**src/rtl/tx_packet_sequencer.sv**
```systemverilog
// ============================================================================
// Module      : tx_packet_sequencer
// Description : Validates the host TX command and sequences one USB packet
//               through issue, start wait, transfer and clear-back.
//               Optional statistics counters are built when TX_SEQ_STATS_EN is defined.
// Revision    : 1.0 - initial release
// ============================================================================
`default_nettype none

module tx_packet_sequencer #(
  parameter int MAX_PACKET     = 64,
  parameter int TIMEOUT_CYCLES = 255,
  parameter int TIMER_W        = 8
) (
  input  logic       clk,
  input  logic       n_rst,
  input  logic [7:0] tx_control,
  input  logic [6:0] buffer_occupancy,
  input  logic       flush_active,
  input  logic       tx_transfer_active,
  input  logic       tx_error,
  output logic [1:0] tx_packet,
  output logic       clear_tx_control,
  output logic       tx_busy,
  output logic       tx_done,
  output logic       tx_fail
`ifdef TX_SEQ_STATS_EN
  ,
  input  logic        stats_clr,
  output logic [15:0] done_count,
  output logic [15:0] fail_count
`endif
);

  typedef enum logic [2:0] {
    IDLE       = 3'd0,
    DECODE     = 3'd1,
    ISSUE      = 3'd2,
    WAIT_START = 3'd3,
    ACTIVE     = 3'd4,
    DRAIN      = 3'd5,
    DONE       = 3'd6,
    FAIL       = 3'd7
  } state_t;

  localparam logic [1:0]       c_cmd_data     = 2'd1;
  localparam logic [6:0]       c_max_packet   = 7'(MAX_PACKET);
  localparam logic [TIMER_W:0] c_timeout_last = (TIMER_W + 1)'(TIMEOUT_CYCLES - 1);

  state_t             r_state;
  state_t             w_state_next;
  logic [1:0]         r_cmd;
  logic               r_cmd_valid;
  logic [TIMER_W-1:0] r_timer;
  logic [TIMER_W-1:0] w_timer_next;
  logic [TIMER_W:0]   w_timer_inc;
  logic               w_launch;

  assign w_launch    = (tx_control != 8'd0) && !flush_active;
  assign w_timer_inc = {1'b0, r_timer} + 1'b1;

  always_ff @(posedge clk or negedge n_rst) begin
    if (!n_rst) begin
      r_state     <= IDLE;
      r_cmd       <= 2'd0;
      r_cmd_valid <= 1'b0;
      r_timer     <= '0;
    end else begin
      r_state <= w_state_next;
      r_timer <= w_timer_next;
      if (r_state == IDLE && w_launch) begin
        r_cmd       <= tx_control[1:0];
        r_cmd_valid <= (tx_control <= 8'd3);
      end
    end
  end

  always_comb begin
    w_state_next = r_state;
    w_timer_next = r_timer;
    case (r_state)
      IDLE: begin
        if (w_launch) w_state_next = DECODE;
      end
      DECODE: begin
        if (!r_cmd_valid)
          w_state_next = FAIL;
        else if (r_cmd == c_cmd_data && buffer_occupancy > c_max_packet)
          w_state_next = FAIL;
        else
          w_state_next = ISSUE;
      end
      ISSUE: begin
        w_timer_next = '0;
        w_state_next = WAIT_START;
      end
      WAIT_START: begin
        if (tx_transfer_active) begin
          w_state_next = ACTIVE;
        end else begin
          // Compare on the incremented value so FAIL lands TIMEOUT_CYCLES after ISSUE.
          if (r_timer != '1) w_timer_next = w_timer_inc[TIMER_W-1:0];
          if (w_timer_inc >= c_timeout_last) w_state_next = FAIL;
        end
      end
      ACTIVE: begin
        if (tx_error)
          w_state_next = DRAIN;
        else if (!tx_transfer_active)
          w_state_next = DONE;
      end
      DRAIN: begin
        if (!tx_transfer_active) w_state_next = FAIL;
      end
      DONE:    w_state_next = IDLE;
      FAIL:    w_state_next = IDLE;
      default: w_state_next = IDLE;
    endcase
  end

  assign tx_packet        = (r_state == ISSUE) ? r_cmd : 2'd0;
  assign clear_tx_control = (r_state == DONE) || (r_state == FAIL);
  assign tx_busy          = (r_state != IDLE);
  assign tx_done          = (r_state == DONE);
  assign tx_fail          = (r_state == FAIL);

`ifdef TX_SEQ_STATS_EN
  logic [15:0] r_done_count;
  logic [15:0] r_fail_count;

  always_ff @(posedge clk or negedge n_rst) begin
    if (!n_rst) begin
      r_done_count <= 16'd0;
      r_fail_count <= 16'd0;
    end else if (stats_clr) begin
      r_done_count <= 16'd0;
      r_fail_count <= 16'd0;
    end else begin
      if (tx_done && r_done_count != 16'hFFFF) r_done_count <= r_done_count + 16'd1;
      if (tx_fail && r_fail_count != 16'hFFFF) r_fail_count <= r_fail_count + 16'd1;
    end
  end

  assign done_count = r_done_count;
  assign fail_count = r_fail_count;
`endif

endmodule

`default_nettype wire

```
**config.mk**
```make
export PLATFORM = sky130hd
export DESIGN_NAME = tx_packet_sequencer
export DESIGN_NICKNAME = d
export VERILOG_FILES = /design/src/rtl/tx_packet_sequencer.sv
export SDC_FILE = /design/constraint.sdc
export NUM_CORES = 1
export LEC_CHECK = 0
export ABC_AREA = 0
export CELL_PAD_IN_SITES_DETAIL_PLACEMENT = 1
export CELL_PAD_IN_SITES_GLOBAL_PLACEMENT = 2
export CORE_MARGIN = 3
export CORE_UTILIZATION = 29
export DETAILED_ROUTE_END_ITERATION = 8
export GPL_ROUTABILITY_DRIVEN = 0
export PLACE_DENSITY = 0.83
export RECOVER_POWER = 100
export REMOVE_ABC_BUFFERS = 1
export SYNTH_ARGS = -nofsm -noshare
export SYNTH_HDL_FRONTEND = slang
export SYNTH_SLANG_ARGS = --single-unit
```
**constraint.sdc**
```tcl
create_clock -name clk -period 4.4 [get_ports clk]
set_clock_uncertainty 0.2 [all_clocks]
set_input_delay 0.44 -clock clk [delete_from_list [all_inputs] [get_ports clk]]
set_output_delay 0.44 -clock clk [all_outputs]
set_load 0.03 [all_outputs]
```
; ---- Word level (Yosys, flattened, before mapping)
; Cells that the tools add are included.
[word_totals]
ff_bits = 14
inputBits = 20
out_inout_bits = 6
wordCells = 48
[op_classes]
n_addsub = 1
n_lt_le_gt_ge = 3
eq_ne = 15
muxes = 13
reduce_logical = 12
[ops]
columns = operator, n
row1 = $mux W3, 8
row2 = $pmux W3 S7, 1
row3 = $mux W8, 2
row4 = $pmux W8 S2, 1
row5 = $eq A3 B3 Y1 const B, 4
row6 = $add A8 B1 Y9 const B, 1
row7 = $ge A9 B8 Y1 const B, 1
row8 = $le A8 B2 Y1 const B, 1
row9 = $ne A2 B2 Y1 const B, 4
row10 = $ne A8 B8 Y1 const B, 1
row11 = $reduce_bool A8 Y1, 1
row12 = $gt A7 B7 Y1 const B, 1
row13 = $eq A3 B2 Y1 const B, 2
row14 = $ne A3 B3 Y1 const B, 2
row15 = $reduce_and A4 Y1, 1
row16 = $eq A3 B1 Y1 const B, 1
row17 = $logic_and A1 B1 Y1, 3
row18 = $logic_not A3 Y1, 1
row19 = $reduce_and A3 Y1, 1
row20 = $reduce_bool A3 Y1, 1
row21 = $eq A2 B1 Y1 const B, 1
row22 = $mux W2, 1
row23 = $reduce_bool A2 Y1, 1
row24 = $reduce_or A2 Y1, 1
row25 = other kinds (2), 2

; ---- Logic depth before layout (Yosys ltp)
[depth]
depth_word = 5
mapped_depth = 7

; ---- Worst setup path before layout
; No wires, ideal clock.
[synth_path]
path_type = flip-flop to output port
start = register r_state[2]
end = output port tx_packet[0]
arrival_ps = 1477
required_ps = 3760
path_slack_ps = 2283
stages_incl_launch_ff = 4
path_buffers = 1
cell_sequence = dfrtp_1 clkbuf_1 nand2b_1 nor3b_1
[synth_between]
elab_chain_cells = 2
[synth_rtl]
columns = element, line_no
row1 = start: declaration, 50  ; state_t r_state;
row2 = start signal: assignment, 69  ; r_state <= w_state_next;
row3 = $eq A3 B2 Y1, 121  ; assign tx_packet = (r_state == ISSUE) ? r_cmd : 2'd0;
row4 = $mux W2, 121
row5 = end: declaration, 22  ; output logic [1:0] tx_packet,
; Every way passes these cells.

; ---- Worst setup path after layout
[layout_path]
start = register r_timer[0]
end = register r_state[0]
[layout_between]
elab_chain_cells = 4
[layout_rtl]
columns = element, line_no
row1 = start: declaration, 54  ; logic [TIMER_W-1:0] r_timer;
row2 = start signal: assignment, 70  ; r_timer <= w_timer_next;
row3 = $add A8 B1 Y9, 60  ; assign w_timer_inc = {1'b0, r_timer} + 1'b1;
row4 = $ge A9 B8 Y1, 103  ; if (w_timer_inc >= c_timeout_last) w_state_next = FAIL;
row5 = $ne A3 B3 Y1 (no line), -
row6 = $reduce_and A4 Y1 (no line), -
; Every way passes these cells.
; A chain may end at the register's enable or synchronous reset.

==> reports/qor.yml <==
global_route:
  gr-usage-all-layers: 0.125
  grt_pass1_vias: 888
  grt_pass1_wl_um: 3970
  grt_start_max_net_pins: 16
  antenna_found_initial: 0
  grt-ovfl-total: 0
sta:
  finalSetupTns_ns: 0
  finalHoldWorstSlack_ns: 0.280
  tightest_slew_ns: 1.58
  fin_crit_ns: 3.12
  setup_ws_ns: 1.28
  maxSlewViolCount: 16
  fmax_ghz: 0.321
  period_share: 0.709
  rsz0062_at_grt: "no"
  setup_viol: 0
  finalHoldViolCount: 0
  relSlewSlack: -0.0627
synth:
  avgSynthCellArea_um2: 8.95
  synthFlopType: "dfrtp_1"
  yosys-top-cells-count: "o21ai_0, dfrtp_1, nor2_1"
  synth_top_area_frac: 0.376
  syn_inst: 104
  yosysTopAreaCell: "dfrtp_1"
  ys_top_cells_by_area: "dfrtp_1, o21ai_0, nor2_1, o31ai_1, a2111oi_4"
  synth_seq_area_share: 0.376
  yosysUniqueCellTypes: 37
  synth_edf_count: 0
  synthArstFlopShare: 1.00
  yosys_warnings: 0
  synth_seq_cells: 14
  yosysMostFrequentCell: "o21ai_0"
  syn_area_um2: 931
floorplanning:
  initial_utilization: 0.321
  io_pins: 26
  die-height_um: 62.7
  die_w_um: 62.7
  coreArea_um2: 2900
  rows: 19
  die-area_um2: 3930
clock_tree:
  post_cts_buffers: 0
  hold_buffers: 0
  clk_latency_ns: 0.27
  clk_pin_slew_ns: 0.08
  htree_levels: 1
  cts_max_path_buffers: 2
  cts_root_buf: "clkbuf_4"
  cts_made_buffers: 3
  clkSinkCount: 14
  cts_tree: "yes"
  cts_resized: 0
setup_path:
  crit_required_ns: 4.36
  crit_chain: "ha_1 -> nand3_1 -> o21ai_0 -> o21ba_2 -> mux2_1"
  cp_data_arrival_time_ns: 3.08
  reg2reg_to: "r_state[0]$_DFFE_PN0P_"
  startpoint: "r_timer[0]$_DFFE_PN0P_"
  crit_fanout: 15
  crit_path_end_kind: "flop"
  r2r_cells: 5
  cp_slowest_stage_delay_ns: 1.27
  cp-start-kind: "flop"
  cpMaxStageDelayCell: "o21ai_0"
  r2r_slack_ns: 1.28
  regToRegStartpoint: "r_timer[0]$_DFFE_PN0P_"
  criticalPathCategory: "reg2reg"
routing:
  vias_per_cell: 5.04
  wl_per_cell_um: 13.6
  routed-via-count: 856
  first_iter_violations: 10
  ant_nets: 0
  drt-pass1-iter-count: 4
  routed_wirelength_um: 2310
  drcViolationCount: 0
pwr:
  p_leak_nw: 0.476
  ir_worst_vdd_uv: 180
  power_density_nw_per_um2: 433
job:
  maxCapViolations: 1
worst_hold_path:
  hold_class: "reg2reg"
  hold_end: "r_timer[7]$_DFFE_PN0P_"
  hp-start: "r_timer[7]$_DFFE_PN0P_"
  holdPathStages: 1
final_layout:
  final_area_um2: 1220
  drive_gt1_frac: 0.0703
  antenna_cells: 0
  nNetsFinal: 152
  multi_input_area_um2: 524
  area_growth_pct: 31.3
  fillers: 363
  regArea_um2: 350
placed_design:
  port_buffers: 25
  post-place-ws_ns: 2.02
  hpwl_um: 1800
  placed_area_um2: 1210
status:
  status: "finished, violations left"
  violations: "max-capacitance violations, max-slew violations"
## power by group
part / internal, mW / leakage, nW / total, mW / switching (mW)
logic: 0.114 / 0.280 / 0.240 / 0.126
registers: 0.164 / 0.182 / 0.218 / 0.0540
clock network: 0.0317 / 0.0138 / 0.0717 / 0.0400
## final cells by class
class,instances,area share
Multi-Input combinational cell,80,0.429
Sequential cell,14,0.287
Timing Repair Buffer,25,0.205
Tap cell,42,0.0430
Clock buffer,3,0.0184
Inverter,6,0.0184
## flip-flops by register name, summed over array words and instances, names as in the netlist
name / flops
r_cmd_valid: 1
r_timer: 8
r_state: 3
r_cmd: 2
## stage by stage
| step | instances | power, mW | util |
|---|---|---|---|
| finish | 170 | 0.529 | 0.421 |
| global placement | 167 | 0.474 | 0.416 |
| detailed placement | 167 | 0.478 | 0.416 |
| floorplan | 100 | 0.383 | - |
| global route | 170 | 0.575 | 0.421 |
| CTS | 170 | 0.551 | 0.424 |
## cells by family (layout without fill, tap and decap cells)
group | Yosys count | count (layout) | synth area share
AOI/OAI and AO/OA | 32 | 32 | 0.239
xor gates and xnor gates | 2 | 2 | 0.0269
adders and majority gates | 2 | 2 | 0.0269
buffers and inverters | 10 | 34 | 0.0524
DFF | 14 | 14 | 0.376
muxes | 3 | 3 | 0.0403
and+or+nand+nor | 41 | 41 | 0.238
## layout by cell type, fill, tap and decap left out, types with 2 or more instances in the layout
| cell | instances |
|---|---|
| inv_1 | 6 |
| nor2b_1 | 3 |
| clkbuf_4 | 3 |
| ha_1 | 2 |
| and2_1 | 2 |
| and3_1 | 3 |
| dfrtp_1 | 14 |
| nor2_1 | 10 |
| nor3b_1 | 2 |
| nand4_1 | 2 |
| clkdlybuf4s50_1 | 17 |
| mux2_2 | 2 |
| o21ai_0 | 17 |
| nor3_1 | 2 |
| nand3_1 | 4 |
| o31ai_1 | 4 |
| nand2_1 | 5 |
| nand2b_1 | 4 |
| dlygate4sd3_1 | 8 |
## layer usage
metal	GRT usage	up-vias	share of wire
met2	0.222	19	0.49
met3	0.0378	2	0.033
met5	0	-	0
met1	0.143	412	0.47
li1	-	423	-
met4	0.0331	0	0.0043
## how the worst max path moves through the flow
stage	to	slack [ns]	cells after the start
detailed placement	r_state[0]$_DFFE_PN0P_	2.02	5
CTS	tx_packet[0]	1.76	3
floorplan	tx_packet[0]	2.37	2
global route	r_state[0]$_DFFE_PN0P_	1.06	5
finish	r_state[0]$_DFFE_PN0P_	1.28	5
global placement	r_state[0]$_DFFE_PN0P_	2.02	6
## critical path: cells and delay by family (launching register included)
kind | cells | cell delay (ns)
multiplexers | 1 | 0.33
adder cells (fa/ha/maj) | 1 | 0.26
AND/OR/NAND/NOR | 1 | 0.22
AO/OA/AOI/OAI | 2 | 1.58
flip-flops | 1 | 0.41
Note: power is estimated with default switching activity, not from simulation.
